`src/rtl/jtag_tap_param.sv`:
```
// Parametrised IEEE 1149.1 TAP: 16-state controller, instruction register,
// BYPASS/IDCODE data registers and NUM_USER_DR user channels for core debug logic.
module jtag_tap_param #(
   parameter int          IR_WIDTH        = 5,
   parameter logic [31:0] IDCODE_VALUE    = 32'h0000_0001,
   parameter int          IDCODE_INSTR    = 1,
   parameter int          NUM_USER_DR     = 2,
   parameter int          USER_DR_WIDTH   = 32,
   parameter int          USER_INSTR_BASE = 2
) (
   input  logic                                   tck,
   input  logic                                   trst,
   input  logic                                   tms,
   input  logic                                   tdi,
   output logic                                   tdo,
   output logic                                   tdo_en,
   output logic [3:0]                             tap_state,
   output logic [IR_WIDTH-1:0]                    ir_out,
   output logic                                   test_logic_reset,
   output logic [NUM_USER_DR-1:0]                 user_sel,
   output logic [NUM_USER_DR-1:0]                 user_capture,
   input  logic [NUM_USER_DR*USER_DR_WIDTH-1:0]   user_capture_data,
   output logic [NUM_USER_DR-1:0]                 user_update,
   output logic [USER_DR_WIDTH-1:0]               user_update_data
);

   typedef enum logic [3:0] {
      TLR     = 4'd0,
      RTI     = 4'd1,
      SEL_DR  = 4'd2,
      CAP_DR  = 4'd3,
      SH_DR   = 4'd4,
      EX1_DR  = 4'd5,
      PAUSE_DR = 4'd6,
      EX2_DR  = 4'd7,
      UPD_DR  = 4'd8,
      SEL_IR  = 4'd9,
      CAP_IR  = 4'd10,
      SH_IR   = 4'd11,
      EX1_IR  = 4'd12,
      PAUSE_IR = 4'd13,
      EX2_IR  = 4'd14,
      UPD_IR  = 4'd15
   } state_t;

   localparam logic [IR_WIDTH-1:0] IR_IDCODE = IR_WIDTH'(IDCODE_INSTR);

   state_t                     state;
   state_t                     next_state;
   logic [IR_WIDTH-1:0]        ir_shift;
   logic                       bypass_reg;
   logic [31:0]                idcode_shift;
   logic [USER_DR_WIDTH-1:0]   user_shift;
   logic [USER_DR_WIDTH-1:0]   capture_word;
   logic                       sel_idcode;
   logic                       sel_user;
   logic                       clear_regs;

   always_ff @(posedge tck) begin
      if (trst) state <= TLR;
      else      state <= next_state;
   end

   always_comb begin
      next_state = state;
      case (state)
         TLR:      next_state = tms ? TLR    : RTI;
         RTI:      next_state = tms ? SEL_DR : RTI;
         SEL_DR:   next_state = tms ? SEL_IR : CAP_DR;
         CAP_DR:   next_state = tms ? EX1_DR : SH_DR;
         SH_DR:    next_state = tms ? EX1_DR : SH_DR;
         EX1_DR:   next_state = tms ? UPD_DR : PAUSE_DR;
         PAUSE_DR: next_state = tms ? EX2_DR : PAUSE_DR;
         EX2_DR:   next_state = tms ? UPD_DR : SH_DR;
         UPD_DR:   next_state = tms ? SEL_DR : RTI;
         SEL_IR:   next_state = tms ? TLR    : CAP_IR;
         CAP_IR:   next_state = tms ? EX1_IR : SH_IR;
         SH_IR:    next_state = tms ? EX1_IR : SH_IR;
         EX1_IR:   next_state = tms ? UPD_IR : PAUSE_IR;
         PAUSE_IR: next_state = tms ? EX2_IR : PAUSE_IR;
         EX2_IR:   next_state = tms ? UPD_IR : SH_IR;
         UPD_IR:   next_state = tms ? SEL_DR : RTI;
         default:  next_state = TLR;
      endcase
   end

   // All-ones wins over everything, then IDCODE; opcodes that would wrap past the IR range never select a channel.
   always_comb begin
      user_sel   = '0;
      sel_idcode = 1'b0;
      if (ir_out != '1) begin
         sel_idcode = (ir_out == IR_IDCODE);
         for (int k = 0; k < NUM_USER_DR; k++) begin
            if (!sel_idcode && ((USER_INSTR_BASE + k) < (1 << IR_WIDTH)) &&
                (ir_out == IR_WIDTH'(USER_INSTR_BASE + k)))
               user_sel[k] = 1'b1;
         end
      end
   end

   assign sel_user = |user_sel;

   always_comb begin
      capture_word = '0;
      for (int k = 0; k < NUM_USER_DR; k++) begin
         if (user_sel[k]) capture_word = user_capture_data[k*USER_DR_WIDTH +: USER_DR_WIDTH];
      end
   end

   // Entering Test-Logic-Reset by TMS clears the same state as trst.
   assign clear_regs = trst || (next_state == TLR);

   always_ff @(posedge tck) begin
      if (clear_regs) begin
         ir_shift <= '0;
         ir_out   <= IR_IDCODE;
      end else begin
         case (state)
            CAP_IR:  ir_shift <= IR_WIDTH'(1);
            SH_IR:   ir_shift <= {tdi, ir_shift[IR_WIDTH-1:1]};
            UPD_IR:  ir_out   <= ir_shift;
            default: ;
         endcase
      end
   end

   always_ff @(posedge tck) begin
      if (clear_regs) begin
         bypass_reg   <= 1'b0;
         idcode_shift <= '0;
         user_shift   <= '0;
      end else if (state == CAP_DR) begin
         bypass_reg <= 1'b0;
         if (sel_idcode) idcode_shift <= IDCODE_VALUE;
         if (sel_user)   user_shift   <= capture_word;
      end else if (state == SH_DR) begin
         if (sel_user)        user_shift   <= USER_DR_WIDTH'({tdi, user_shift} >> 1);
         else if (sel_idcode) idcode_shift <= {tdi, idcode_shift[31:1]};
         else                 bypass_reg   <= tdi;
      end
   end

   // user_update_data survives a TMS-driven reset; only trst clears it.
   always_ff @(posedge tck) begin
      if (trst) begin
         user_update      <= '0;
         user_update_data <= '0;
      end else begin
         user_update <= (state == UPD_DR) ? user_sel : '0;
         if (state == UPD_DR && sel_user) user_update_data <= user_shift;
      end
   end

   always_comb begin
      tdo = 1'b0;
      if (state == SH_IR)
         tdo = ir_shift[0];
      else if (state == SH_DR)
         tdo = sel_user ? user_shift[0] : (sel_idcode ? idcode_shift[0] : bypass_reg);
   end

   assign tdo_en           = (state == SH_IR) || (state == SH_DR);
   assign tap_state        = state;
   assign test_logic_reset = (state == TLR);
   assign user_capture     = (state == CAP_DR) ? user_sel : '0;

endmodule

```
`config.mk`:
```
export PLATFORM = sky130hd
export DESIGN_NAME = jtag_tap_param
export DESIGN_NICKNAME = d
export VERILOG_FILES = /design/src/rtl/jtag_tap_param.sv
export SDC_FILE = /design/constraint.sdc
export NUM_CORES = 1
export LEC_CHECK = 0
export CELL_PAD_IN_SITES_DETAIL_PLACEMENT = 1
export CELL_PAD_IN_SITES_GLOBAL_PLACEMENT = 2
export CORE_UTILIZATION = 30
export DETAILED_ROUTE_END_ITERATION = 8
export PLACE_DENSITY = 0.93
export SLEW_MARGIN = 20
export SYNTH_ARGS = -nofsm -noshare
export SYNTH_HDL_FRONTEND = slang
export SYNTH_SLANG_ARGS = --single-unit
```
`constraint.sdc`:
```
create_clock -name tck -period 2.89 [get_ports tck]
set_input_delay 0.4335 -clock tck [delete_from_list [all_inputs] [get_ports tck]]
set_output_delay 0.4335 -clock tck [all_outputs]
set_load 0.05 [all_outputs]
```
==> impl_metrics.ini <==
[floorplanning]
die_area_um2 = 16890
ioPinCount = 118
rows = 46
start_util_pct = 30.82
dieHeight_um = 130.0
coreArea_um2 = 15940
dieWidth_um = 130.0

[setup_path]
worstSetupPathType = flip-flop to output pin
arrival_ns = 2.26
critPathMaxFanout = 14
ff2ff_path_depth = 5
crit_required_ns = 2.46
start_kind = flip-flop
crit_path_end_kind = output pin

[global_route]
grt_pass1_wl_um = 26680
grt_overflow = 0
busiest_layer = met2
grtUsageTotal_pct = 20.74
grtUsageMet1_pct = 25.50
grt_pass1_vias = 5037
grt_max_degree = 34
grt.met2_usage_pct = 34.63
grt.met3_usage_pct = 5.084
antenna_found_initial = 0

[finish]
final_layout_size_suffix_gt1_share_pct = 9.227
area_delta_synth_final_pct = 41.02
finalNetCount = 793
reg.largest.list = idcode_shift: 32 flops, user_shift: 32 flops, user_update_data: 32 flops
diodes = 0
stdcell_area_um2 = 6929

[power]
leakagePower_nw = 2.458
total_power_w = 0.003897
ir_drop_v = 0.0003602
p_per_area_nw_per_um2 = 562.5

[clock_tree]
clock_latency_ns = 0.41
cts_root_buf = clkbuf_16
cts_tree = built
cts.sinks = 113
clkSlewWorstSetupHoldPaths_ns = 0.05
cts_htree_levels = 4
cts_buffer_depth = 2
post_cts_resized = 0
cts_setup_buffers = 0
cts_hold_buf = 0
cts_buffers = 17

[route]
drc = 0
vias = 5057
wl_per_cell_um = 17.97
viasPerCell = 5.306
dr.pass1.iters = 4
drt_wl_total_um = 17130
ant_nets = 0
drt_iter0_markers = 319

[yosys]
yosys_register_bits = 113
synth_edf_count = 0
ys_seq_area_share_pct = 46.04
synth_fp_nets = 699
avgSynthCellArea_um2 = 7.787
synthXorXnorAreaFrac_pct = 0.3565
synth_top_area_share_pct = 46.04
synthDistinctLibCells = 40
synth_largest_area_cell = dfxtp_1
synth_compound_area_share_pct = 24.85
synthArstFlopShare_pct = 0
synth_fa_ha_area_share_pct = 0
synth_area_um2 = 4913
syn_inst = 631
synth_area_leaders = dfxtp_1 (46%), a21oi_1 (12%), nand2_1 (8.3%)
synth_top_family_by_area = compound AO/OA/AOI/OAI gates
yosysWarnings = 0
synthSimpleGateAreaFrac_pct = 21.14
synthFlopType = dfxtp_1
synth_mux_area_share_pct = 1.426

[flow_run]
maxCapViolCount = 0

[timing]
fin_setup_tns_ns = 0
fin_crit_ns = 2.693
slew_viol_final = 0
timing.hold.ws_ns = 0.4512
finalSetupViolations = 0
worst_clock_skew_ns = 0.009871
fmax_mhz = 371.3
finalCritPeriodShare_pct = 93.20
max_slew_margin_pct = 56.73
rsz0062_at_grt = false
hold_violations = 0
worst_pin_slew_ns = 0.6491

[placed_design]
gp_congestion = 0.8686
io_buffer_count = 117
placed_area_um2 = 6345
dp_hpwl_um = 11580

[hold_path]
min_path_cells = 2
min_path_type = flip-flop to flip-flop

[status]
status = completed
[per-layer routing]
layer | vias up | wire length [µm]
met4 | 0 | 315
met2 | 161 | 8401
met1 | 2454 | 7238
li1 | 2418 | -
met5 | - | 0
met3 | 24 | 1171
[power by group]
part | internal (W) | total, W | switching, W
sequential | 0.00156 | 0.00157 | 0.00000155
clock | 0.00137 | 0.00207 | 0.000693
combinational | 0.000126 | 0.000266 | 0.000140
total | 0.00306 | 0.00390 | 0.000834
[final timing paths]
path,end,slack [ns],from
setup / recovery,tdo,0.20,tap_state[3]
hold / removal,ir_shift[1],0.45,ir_shift[1]
setup reg to reg,user_shift[19],0.66,tap_state[3]
hold reg to reg,ir_shift[1],0.45,ir_shift[1]
[placed cells by master, fill, tap and decap left out, drive strengths merged, types with 16 or more instances in the layout]
master	netlist	final
and3	20	20
o21ai	38	38
a21oi	122	122
clkbuf	37	26
clkdlybuf4s50	0	111
buf	27	28
dfxtp	113	113
o22ai	34	34
a31oi	16	16
nor2	16	16
nand3	39	39
nand2	108	108
[metrics by stage]
| stage | setup slack [ns] | cells | util [%] |
|---|---|---|---|
| after floorplan | 0.08651 | 631 | - |
| after global placement | 0.6225 | 922 | 39.80 |
| after detailed placement | 0.6422 | 922 | 39.80 |
| after CTS | 0.1740 | 953 | 43.46 |
| after global routing | 0.09002 | 953 | 43.46 |
| final | 0.1966 | 953 | 43.46 |
[cell families after synthesis]
| family | Yosys count |
|---|---|
| and+or+nand+nor | 219 |
| muxes | 7 |
| xor gates and xnor gates | 2 |
| buffers and inverters | 70 |
| AOI/OAI and AO/OA | 220 |
| DFF | 113 |
[cell usage after synthesis (all sizes together) (2+ instances only)]
library cell,count
a2111oi,2
a211oi,2
a21oi,122
a31oi,16
and3,20
buf,27
clkbuf,37
dfxtp,113
inv,6
mux2i,7
nand2,108
nand2b,3
nand3,39
nor2,16
nor2b,15
nor3,6
nor4b,3
o21ai,38
o22ai,34
or3,2
or4b,2
xnor2,2
[cell type report]
type                    count  area [µm²]
inverters                   6       22.52
multi-input cells         448        2392
well taps                 216       270.3
flip-flops and latches    113        2263
repair buffers            139        1396
clock inverters             5       75.07
fillers                  1892        9014
clock buffers              26       509.2
[worst max-delay path, stage by stage (launching register included)]
cell and delay [ns]:
dfxtp_1 0.31, or4b_1 0.85, o31ai_2 0.50, buf_12 0.19
(Power assumes the default switching activity.)
